<file path="config.mk">
export PLATFORM = sky130hd
export DESIGN_NAME = bcd_cascade_ctrl
export DESIGN_NICKNAME = d
export VERILOG_FILES = /design/src/rtl/bcd_cascade_ctrl.sv
export SDC_FILE = /design/constraint.sdc
export NUM_CORES = 1
export LEC_CHECK = 0
export CAP_MARGIN = 5
export CORE_ASPECT_RATIO = 0.8
export CORE_MARGIN = 2
export CORE_UTILIZATION = 45
export CTS_BUF_LIST = sky130_fd_sc_hd__clkbuf_8
export DETAILED_ROUTE_END_ITERATION = 8
export PLACE_DENSITY = 0.8
export SLEW_MARGIN = 10
export SYNTH_ARGS = -nofsm -noshare
export SYNTH_HDL_FRONTEND = slang
export SYNTH_SLANG_ARGS = --single-unit
</file>
<file path="constraint.sdc">
create_clock -name clk_i -period 5.54 [get_ports clk_i]
set_input_delay 0.831 -clock clk_i [delete_from_list [all_inputs] [get_ports clk_i]]
set_output_delay 0.831 -clock clk_i [all_outputs]
set_load 0.01 [all_outputs]
</file>
<file path="src/rtl/bcd_cascade_ctrl.sv">
// bcd_cascade_ctrl: command sequencer for a cascade of 74162-style BCD decade counters
// Ports: clk_i/rst_ni clock and async active-low reset; cmd_* host command handshake;
// q_i counter readback; clr_n_o/ld_n_o/ent_o/enp_o/data_o counter control pins;
// busy_o not idle; done_o/err_o one-cycle completion and error pulses.
module bcd_cascade_ctrl #(
  parameter int DIGITS = 2
) (
  input  logic                clk_i,
  input  logic                rst_ni,
  input  logic                cmd_valid_i,
  output logic                cmd_ready_o,
  input  logic [1:0]          cmd_op_i,
  input  logic [4*DIGITS-1:0] cmd_val_i,
  input  logic [4*DIGITS-1:0] q_i,
  output logic                clr_n_o,
  output logic                ld_n_o,
  output logic                ent_o,
  output logic                enp_o,
  output logic [4*DIGITS-1:0] data_o,
  output logic                busy_o,
  output logic                done_o,
  output logic                err_o
);
  localparam int W = 4 * DIGITS;
  typedef enum logic [2:0] {IDLE, CLEAR, LOAD, CHECK, COUNT} state_e;
  localparam logic [1:0] OP_CLEAR = 2'd0, OP_LOAD = 2'd1, OP_COUNT = 2'd2, OP_STOP = 2'd3;
  state_e         state_q, state_d;
  logic [W-1:0]   data_q, data_d, exp_q, exp_d, tgt_q, tgt_d;
  logic           clr_n_q, clr_n_d, ld_n_q, ld_n_d, done_q, done_d, err_q, err_d;
  logic           accept, bad_bcd, hit;
  always_comb begin
    bad_bcd = 1'b0;
    for (int i = 0; i < DIGITS; i++) bad_bcd = bad_bcd | (cmd_val_i[4*i +: 4] > 4'd9);
  end
  assign cmd_ready_o = (state_q == IDLE) || (state_q == COUNT);
  assign accept      = cmd_valid_i && cmd_ready_o;
  assign hit         = (q_i == tgt_q);
  // Count enable is combinational so the counters freeze on the very edge Q reaches the target.
  assign ent_o       = (state_q == COUNT) && !hit;
  assign enp_o       = ent_o;
  assign clr_n_o     = clr_n_q;
  assign ld_n_o      = ld_n_q;
  assign data_o      = data_q;
  assign busy_o      = (state_q != IDLE);
  assign done_o      = done_q;
  assign err_o       = err_q;
  always_comb begin
    state_d = state_q;
    clr_n_d = 1'b1;
    ld_n_d  = 1'b1;
    data_d  = data_q;
    exp_d   = exp_q;
    tgt_d   = tgt_q;
    done_d  = 1'b0;
    err_d   = 1'b0;
    case (state_q)
      IDLE: if (accept) begin
        if ((cmd_op_i == OP_LOAD || cmd_op_i == OP_COUNT) && bad_bcd) err_d = 1'b1;
        else if (cmd_op_i == OP_CLEAR) begin
          state_d = CLEAR;
          clr_n_d = 1'b0;
          exp_d   = '0;
        end else if (cmd_op_i == OP_LOAD) begin
          state_d = LOAD;
          ld_n_d  = 1'b0;
          data_d  = cmd_val_i;
          exp_d   = cmd_val_i;
        end else if (cmd_op_i == OP_COUNT) begin
          state_d = COUNT;
          tgt_d   = cmd_val_i;
        end
      end
      CLEAR, LOAD: state_d = CHECK;
      CHECK: begin
        state_d = IDLE;
        done_d  = (q_i == exp_q);
        err_d   = (q_i != exp_q);
      end
      // A target match takes priority over a STOP arriving in the same cycle.
      COUNT: if (hit) begin
        state_d = IDLE;
        done_d  = 1'b1;
      end else if (accept) begin
        if (cmd_op_i == OP_STOP) state_d = IDLE;
        else err_d = 1'b1;
      end
      default: state_d = IDLE;
    endcase
  end
  always_ff @(posedge clk_i or negedge rst_ni) begin
    if (!rst_ni) begin
      state_q <= IDLE;
      clr_n_q <= 1'b1;
      ld_n_q  <= 1'b1;
      data_q  <= '0;
      exp_q   <= '0;
      tgt_q   <= '0;
      done_q  <= 1'b0;
      err_q   <= 1'b0;
    end else begin
      state_q <= state_d;
      clr_n_q <= clr_n_d;
      ld_n_q  <= ld_n_d;
      data_q  <= data_d;
      exp_q   <= exp_d;
      tgt_q   <= tgt_d;
      done_q  <= done_d;
      err_q   <= err_d;
    end
  end
endmodule

</file>
==> tab_implementation.tex <==
\begin{tabular}{lr}
\hline
Metric & Value \\
\hline
\multicolumn{2}{l}{\textbf{Min path}} \\
Worst hold path startpoint & data\_o[7] \\
Class of the most critical hold timing path & flip-flop to flip-flop \\
\multicolumn{2}{l}{\textbf{Worst setup path}} \\
Worst-path cell chain & clkdlybuf4s50\_1 -> xor2\_1 -> nor4\_1 -> a31oi\_1 -> clkdlybuf4s50\_1 \\
Worst setup path start & q\_i[7] \\
Cell family contributing the most delay on the critical path & buffers and inverters \\
Buf+Inv Stages, Crit Path & 2 \\
Sort of element at the start of the critical path & input pin \\
Most numerous cell on the critical path & sky130\_fd\_sc\_hd\_\_clkdlybuf4s50\_1 \\
Slowest Stage Delay on Critical Path & 530 ps \\
Cell with the biggest individual delay on the critical path & sky130\_fd\_sc\_hd\_\_clkdlybuf4s50\_1 \\
Arrival @ worst endpoint & 2710 ps \\
Critical R2R Launch & state\_q[1] \\
Required time of the critical path & about 4700 ps \\
Element type at the critical path end & primary output \\
Crit Path Max Fanout & 4 \\
Crit Path Class & input pin to primary output \\
FF-to-FF setup slack & 3360 ps \\
\multicolumn{2}{l}{\textbf{Floorplan}} \\
Horiz. Die Dim & 69.2 um \\
Die Ht & 56.2 um \\
Die Area & 0.00389 sq mm \\
Ports & 37 \\
Initial Util & 48.2\% \\
Row count & 18 \\
Core Region & 0.00318 sq mm \\
\multicolumn{2}{l}{\textbf{Power}} \\
Overall power after layout & 887 uW \\
PD cells & 441 mW/mm\^{}2 \\
Share of total power in the clock network & 21.6\% \\
Internal portion of total power & 613 uW \\
VDD IR max & 230 uV \\
Combinational group share of total power & between 30\% and 40\% \\
Flop pwr share & roughly 45\% \\
Switching Fraction & 30.8\% \\
Reported net switching power & 274 uW \\
Static leakage & around 0.0009 uW \\
\multicolumn{2}{l}{\textbf{Clock tree}} \\
CTS Root Buffer Type & sky130\_fd\_sc\_hd\_\_clkbuf\_8 \\
Post-CTS Resized & 0 \\
CTS Buf Count & 5 \\
Buffers inserted by post-CTS timing repair & 0 \\
Insertion delay to the later sink of the worst-skew pair & 280 ps \\
Sink count of the clock tree & 31 \\
\# H-tree levels & 2 \\
Clock Tree Buf Depth & 2 \\
Clock slew at reported path FFs & roughly 60 ps \\
Hold buffer count at CTS & 0 \\
Clock tree from TritonCTS & yes \\
\multicolumn{2}{l}{\textbf{Global route}} \\
Overall fraction of global-route tracks in use & 18.1\% \\
Antenna violations before repair & 0 \\
Number of global-route vias before repair & between 1k and 1.5k \\
Wire length of the first global-routing pass & around 5.5 mm \\
Pin count of the biggest net entering global routing & 32 \\
Total congestion overflow & 0 \\
\multicolumn{2}{l}{\textbf{Place}} \\
HPWL after detailed placement & 2.27 mm \\
Number of input and output port buffers inserted & 36 \\
Routability-driven placement congestion ratio & 0.849 \\
\multicolumn{2}{l}{\textbf{Timing}} \\
Final hold viol count & 0 \\
Actual slew at the worst max-slew pin & 749 ps \\
Worst Clk Skew & 6.40 ps \\
Setup\_tns & 0 ps \\
Shortest clock period the worst path allows after layout & 3550 ps \\
Count of final setup violators & 0 \\
Hold WS & 496 ps \\
Slew margin rel. & 49.9\% \\
Unrepaired setup endpoints after global routing & false \\
Max Slew Vio Count & 0 \\
Period utilisation layout & between 60\% and 70\% \\
Highest attainable clock frequency & 0.282 GHz \\
\multicolumn{2}{l}{\textbf{Synthesis}} \\
Syn nets & 143 \\
Post-synthesis sequential element count & 31 \\
Sequential fraction of the synthesis area & 50.9\% \\
Avg Inst Size Synth & 13.1 sq um \\
Number of instances in the synthesized netlist & 117 \\
YS warnings & 0 \\
Primary FF master, synth & sky130\_fd\_sc\_hd\_\_dfrtp\_1 \\
Distinct cells, synth & 30 \\
Asr flop ratio synth & 100\% \\
Synthesized cell area & roughly 0.0015 sq mm \\
Number of synthesized flops with an enable pin & 0 \\
\multicolumn{2}{l}{\textbf{Layout}} \\
Area growth from synthesis to layout & 31.6\% \\
Number of nets at the end of the flow & 183 \\
Fraction of final layout cells sized beyond drive strength 1 & 18.4\% \\
FF+latch area & 778 sq um \\
Number of filler instances in the final layout & between 200 and 250 \\
Antenna fix cells & 0 \\
Multi-input logic area & 709 sq um \\
\multicolumn{2}{l}{\textbf{Detailed routing}} \\
DRC violation count after routing & 0 \\
Violation count after the first detailed-routing iteration & 104 \\
Antenna-violating nets left & 0 \\
Drt total wl & 3.19 mm \\
Routed WL per cell & between 15 and 20 um \\
1st-pass router iterations & 4 \\
Post-DR vias/cell & 5.47 \\
Via count & 1,084 \\
\multicolumn{2}{l}{\textbf{Run}} \\
Number of max-cap violations & 0 \\
\multicolumn{2}{l}{\textbf{Run status}} \\
Run status & completed \\
\hline
\end{tabular}
-- layout by cell type, fill, tap and decap left out, drive strengths merged, types with 3 or more instances in the layout --
cell and instances:
dfrtp 29, nand3 3, clkdlybuf4s50 36, a22o 8, inv 3, nor4 3, ha 5, clkbuf 7
mux2 16, xor2 16, nor2 4, o21a 3, nand2 5
-- power by group through the flow --
stage / combinational (uW) / sequential (uW) / clock (uW)
2_1_floorplan: 188 / 382 / 0
3_3_place_gp: 292 / 392 / 0
3_5_place_dp: 301 / 399 / 0
4_1_cts: 302 / 397 / 196
5_1_grt: 327 / 409 / 212
6_report: 299 / 396 / 192
-- sequential cells by signal, summed over array words and instances, names as in the netlist --
signal	cells
done_o	1
clr_n_o	1
data_o	8
state_q	3
tgt_q	8
exp_q	8
ld_n_o	1
err_o	1
-- cell families after synthesis --
kind of cell	count (synthesis)	synth area share, %
DFF	31	50.9
xor gates and xnor gates	16	9.16
AOI/OAI and AO/OA	21	10.8
adders and majority gates	5	4.09
buffers and inverters	6	2.78
and+or+nand+nor	22	10.5
muxes	16	11.8
-- area by class of cell --
class | count | area share (%)
Inverter | 2 | 0.373
Clock buffer | 7 | 4.79
Sequential cell | 31 | 38.7
Clock inverter | 1 | 0.186
Tap cell | 40 | 2.49
Multi-Input combinational cell | 80 | 35.2
Timing Repair Buffer | 37 | 18.3
-- routing by layer --
layer,vias to the layer above,routed length (um),global-route usage [%]
li1,502,-,-
met1,532,1410,25.0
met3,4,205,4.35
met2,46,1540,28.0
met5,-,0,0
met4,0,28,5.88
-- worst reg2reg max path: cells and delay by family, from the launching register on --
| family | cells | cell delay, ps |
|---|---|---|
| AND/OR/NAND/NOR | 3 | 1150 |
| multiplexers | 1 | 420 |
| flip-flops | 1 | 500 |
-- cells in the mapped netlist, types with 3 or more instances --
cell / n / area share (%)
sky130_fd_sc_hd__dfrtp_1: 29 / 47
sky130_fd_sc_hd__xor2_1: 16 / 9.2
sky130_fd_sc_hd__mux2_2: 14 / 10
sky130_fd_sc_hd__a22o_1: 8 / 4.6
sky130_fd_sc_hd__ha_1: 5 / 4.1
sky130_fd_sc_hd__nand2_1: 4 / 0.98
sky130_fd_sc_hd__nor2_1: 4 / 0.98
sky130_fd_sc_hd__nand3_1: 3 / 0.98
sky130_fd_sc_hd__nor4_1: 3 / 1.2
sky130_fd_sc_hd__o21a_1: 3 / 1.5
-- final timing paths --
path,end,cells past startpoint
max in group asynchronous,clr_n_o,2
worst min-delay path,data_o[7],1
worst min register to register,data_o[7],1
worst max-delay path,enp_o,5
worst max register to register,data_o[3],4
min in group asynchronous,state_q[1],2
-- per-stage QoR --
stage | worst slack, ps | util, % | std cells | instance area, sq um
after floorplan | 3000 | - | 117 | 1530
after global placement | 2060 | 60.2 | 190 | 1910
after detailed placement | 2000 | 60.2 | 190 | 1910
after CTS | 2000 | 63.4 | 198 | 2010
after global routing | 1860 | 63.4 | 198 | 2010
final | 1990 | 63.4 | 198 | 2010
(Power assumes the default switching activity.)
==> RTL edit 1, RTL diff (same flow settings) <==
The 5 states of `state_e` get a one-hot encoding in 5 bits.
--- a/src/rtl/bcd_cascade_ctrl.sv
+++ b/src/rtl/bcd_cascade_ctrl.sv
@@ -22,7 +22,7 @@
   output logic                err_o
 );
   localparam int W = 4 * DIGITS;
-  typedef enum logic [2:0] {IDLE, CLEAR, LOAD, CHECK, COUNT} state_e;
+  typedef enum logic [4:0] {IDLE = 5'b00001, CLEAR = 5'b00010, LOAD = 5'b00100, CHECK = 5'b01000, COUNT = 5'b10000} state_e;
   localparam logic [1:0] OP_CLEAR = 2'd0, OP_LOAD = 2'd1, OP_COUNT = 2'd2, OP_STOP = 2'd3;
   state_e         state_q, state_d;
   logic [W-1:0]   data_q, data_d, exp_q, exp_d, tgt_q, tgt_d;
Formal check against the unedited RTL: no difference found for any inputs over 10 cycles, from zero or initial values and one cycle with rst_ni low; not proved beyond that.
==> RTL edit 1 against the original RTL <==
Area after synthesis up 12%; final area up 9.2%; global-route usage up 1.8 points; fmax about the same; utilization down 4.4 points; wire length up 22%; final cell count up 14%; synthesized cell count up 21%; sequential cell count up 2; largest cell class is now multi-input gates; first-iteration DRC count down 31%; combinational power down 17%; register-to-register slack better by 120 ps; total power down 13%; setup slack worse by 3.3 ps; largest power group unchanged.
==> RTL edit 1: results <==
export IMPL_worstHoldPathType="reg -> reg"
export IMPL_critPathTopFamily="buffers and inverters"
export IMPL_diodes=0
export IMPL_postSynthCellCount=141
export IMPL_dpl_cell_count=217
export IMPL_max_stage_delay_ps=540
export IMPL_drt_first_iter_violations=72
export IMPL_dr_pass1_iters=4
export IMPL_drive_gt1_share_pct=18.2
export IMPL_dp_hpwl_um=2820
export IMPL_wl_um=3890
export IMPL_synthArstFlopShare_pct=100
export IMPL_antenna_found_initial=0
export IMPL_cts_buffers=5
export IMPL_layout_nets=207
export IMPL_synth_common_cells="dfrtp_1, xor2_1"
export IMPL_synth_xor_area_share_pct=8.66
export IMPL_tightest_slew_ps=458
export IMPL_powerSeq_mw=0.356
export IMPL_clk_path_buf_depth=2
export IMPL_clock_latency_ps=280
export IMPL_grt_pass1_wl_um=6260
export IMPL_pwr_share_clk_pct=22.1
export IMPL_cp_max_fo=5
export IMPL_p_int_mw=0.544
export IMPL_grt_max_degree=34
export IMPL_cp_arrival_ps=2720
export IMPL_yosysUniqueCellTypes=34
export IMPL_synth_nets=168
export IMPL_synth_area_leaders="dfrtp_1, xor2_1, mux2_4, mux2_2, dfstp_2"
export IMPL_clock_skew_ps=3.15
export IMPL_p_leak_nw=0.949
export IMPL_via_count=1255
export IMPL_synth_seq_area_share_pct=48.3
export IMPL_gp_routability_congestion=0.790
export IMPL_yosys_warnings=0
export IMPL_numPortBuffers=36
export IMPL_cpMaxStageDelayCell="clkdlybuf4s50_1"
export IMPL_ctsResizeCount=0
export IMPL_synth_adder_area_share_pct=4.37
export IMPL_htree_num_levels=2
export IMPL_synth_compound_area_share_pct=12.5
export IMPL_synth_mux_area_share_pct=12.2
export IMPL_vias_per_cell=5.58
export IMPL_ctsRootBufferMaster="clkbuf_8"
export IMPL_ir_drop_mv=0.161
export IMPL_status="finished clean"
export IMPL_path_clk_slew_ps=60
export IMPL_pre_cts_slack_ps=2000
export IMPL_ant_nets=0
export IMPL_post_cts_buffers=0
export IMPL_grt_total_usage_pct=19.9
[RTL edit 1: final timing paths]
kind                                         from                      to  slack [ps]  cells after the start
hold / removal              data_o[4]$_DFFE_PN0P_   data_o[4]$_DFFE_PN0P_         510                      1
setup reg to reg           state_q[2]$_DFFE_PN0P_   data_o[7]$_DFFE_PN0P_        3480                      4
max in group asynchronous                  rst_ni  state_q[0]$_DFFE_PN1P_        4250                      2
min in group asynchronous                  rst_ni   data_o[0]$_DFFE_PN0P_         950                      2
setup / recovery                           q_i[6]                   enp_o        1990                      5
hold reg to reg             data_o[4]$_DFFE_PN0P_   data_o[4]$_DFFE_PN0P_         510                      1
[RTL edit 1: through the flow]
step / total power [mW] / area, µm² / utilization [%]
after floorplan: 0.496 / 1720 / -
after global placement: 0.598 / 2120 / 56.7
after detailed placement: 0.608 / 2120 / 56.7
after CTS: 0.784 / 2200 / 59.0
after global routing: 0.825 / 2200 / 59.0
final: 0.776 / 2200 / 59.0
[RTL edit 1: cell type report]
class | instances | area [µm²]
fill | 314 | 1530
multi-input combinational | 99 | 845
clock inverter | 3 | 13.8
sequential | 33 | 830
clock buffer | 5 | 68.8
inverter | 3 | 11.3
tap | 44 | 55.1
timing repair buffer | 38 | 375
[RTL edit 1: kinds of logic after synthesis]
logic type | count (synthesis)
flops | 33
compound gates | 29
simple gates | 31
xor+xnor | 17
fa+ha+maj | 6
mux | 16
buf+inv | 9
[RTL edit 1: per-layer routing]
layer / part of all wire [%] / wire [µm] / up-vias / track usage [%]
li1: - / - / 600 / -
met4: 0.69 / 27 / 0 / 6.35
met1: 45 / 1730 / 612 / 26.5
met3: 6.5 / 254 / 2 / 6.46
met2: 48 / 1870 / 41 / 30.9
met5: 0 / 0 / - / 0
==> RTL edit 2, RTL diff (same flow settings) <==
Without the edit above. The parameter `DIGITS` goes from 2 to 4.
--- a/src/rtl/bcd_cascade_ctrl.sv
+++ b/src/rtl/bcd_cascade_ctrl.sv
@@ -3,7 +3,7 @@
 // q_i counter readback; clr_n_o/ld_n_o/ent_o/enp_o/data_o counter control pins;
 // busy_o not idle; done_o/err_o one-cycle completion and error pulses.
 module bcd_cascade_ctrl #(
-  parameter int DIGITS = 2
+  parameter int DIGITS = 4
 ) (
   input  logic                clk_i,
   input  logic                rst_ni,
Ports: changed (resized cmd_val_i, data_o and q_i); port bits go from 37 to 61. No check against the original RTL was run, so the function may have changed too.
==> RTL edit 2 against the original RTL <==
Setup slack worse by 43 ps; final area rose by 69%; die area grew 70%; wire length grew 78%; first-iteration DRC count shrank 17%; critical endpoint unchanged; sequential cell count increased by 24; area after synthesis is 76% higher; critical path type unchanged; total power up 64%.
==> RTL edit 2: results <==
export IMPL_drt_first_iter_violations=86
export IMPL_drive_gt1_share_pct=18.7
export IMPL_hp_start="data_o[10]$_DFFE_PN0P_"
export IMPL_postSynthCellCount=195
export IMPL_path_clk_slew_ps=100
export IMPL_synth_nets=238
export IMPL_grt_util_met1_pct=25.7
export IMPL_worstReg2RegEnd="data_o[7]$_DFFE_PN0P_"
export IMPL_holdWs_ps=520
export IMPL_wl_per_cell_um=16.8
export IMPL_p_leak_nw=1.57
export IMPL_wl_met1_um=2790
export IMPL_grt_use_met2_pct=26.5
export IMPL_met3WireLength_um=253
export IMPL_p_comb_mw=0.552
export IMPL_reg2reg_slack_ps=2900
export IMPL_powerSeq_mw=0.683
export IMPL_clock_skew_ps=8.23
export IMPL_ir_drop_mv=0.170
export IMPL_status="finished clean"
export IMPL_dp_hpwl_um=4070
export IMPL_dpl_cell_count=330
export IMPL_yosysUniqueCellTypes=31
export IMPL_met2WireLength_um=2530
export IMPL_holdPathEnd="data_o[10]$_DFFE_PN0P_"
export IMPL_tightest_slew_ps=1020
export IMPL_power_net_switching_mw=0.442
export IMPL_via_count=1756
export IMPL_numPortBuffers=60
export IMPL_crit_start="q_i[2]"
export IMPL_layout_nets=299
export IMPL_clock_latency_ps=310
export IMPL_max_stage_delay_ps=470
export IMPL_grt_total_usage_pct=17.9
export IMPL_fin_cells=338
export IMPL_synth_area_leaders="dfrtp_1, mux2_4, xor2_1, a22o_1, mux2_2"
-- RTL edit 2: changes by cell type after synthesis, moves of 5 or more --
| cell | change |
|---|---|
| xor2_1 | +16 |
| nor4_1 | +5 |
| mux2_4 | +23 |
| mux2_2 | -5 |
| a22o_1 | +8 |
| dfrtp_1 | +24 |
| o21ai_0 | +5 |
-- RTL edit 2: logic make-up after synthesis --
kind of cell	share of synthesized area, %
adder cells (fa/ha/maj)	2.79
multiplexers	16.6
AO/OA/AOI/OAI	8.61
AND/OR/NAND/NOR	6.05
buffers and inverters	4.23
flip-flops	51.3
XOR/XNOR	10.4
-- RTL edit 2: area by class of cell --
| type | instances | area, µm² |
|---|---|---|
| Multi-Input combinational cell | 127 | 1200 |
| Sequential cell | 55 | 1380 |
| Clock buffer | 5 | 68.8 |
| Timing Repair Buffer | 63 | 618 |
| Clock inverter | 3 | 16.3 |
| Fill cell | 481 | 2450 |
| Tap cell | 81 | 101 |
| Inverter | 4 | 15.0 |
-- RTL edit 2: how the worst max path moves through the flow --
stage	slack [ps]	cells past startpoint	endpoint
2_1_floorplan	3000	6	ent_o
3_3_place_gp	1960	9	data_o[9]$_DFFE_PN0P_
3_5_place_dp	1870	9	data_o[7]$_DFFE_PN0P_
4_1_cts	1950	7	enp_o
5_1_grt	1870	7	enp_o
6_report	1950	7	enp_o
-- RTL edit 2: worst max-delay path: cells and delay by family --
family / cells / cell delay (ps)
AND/OR/NAND/NOR: 3 / 750
XOR/XNOR: 1 / 170
buffers and inverters: 3 / 1000
-- RTL edit 2: metrics by stage --
step           total power, mW  setup slack (ps)  area [µm²]
2_1_floorplan            0.999              3000        2690
3_3_place_gp              1.22              1960        3310
3_5_place_dp              1.24              1870        3310
4_1_cts                   1.46              1950        3390
5_1_grt                   1.54              1870        3390
6_report                  1.45              1950        3390
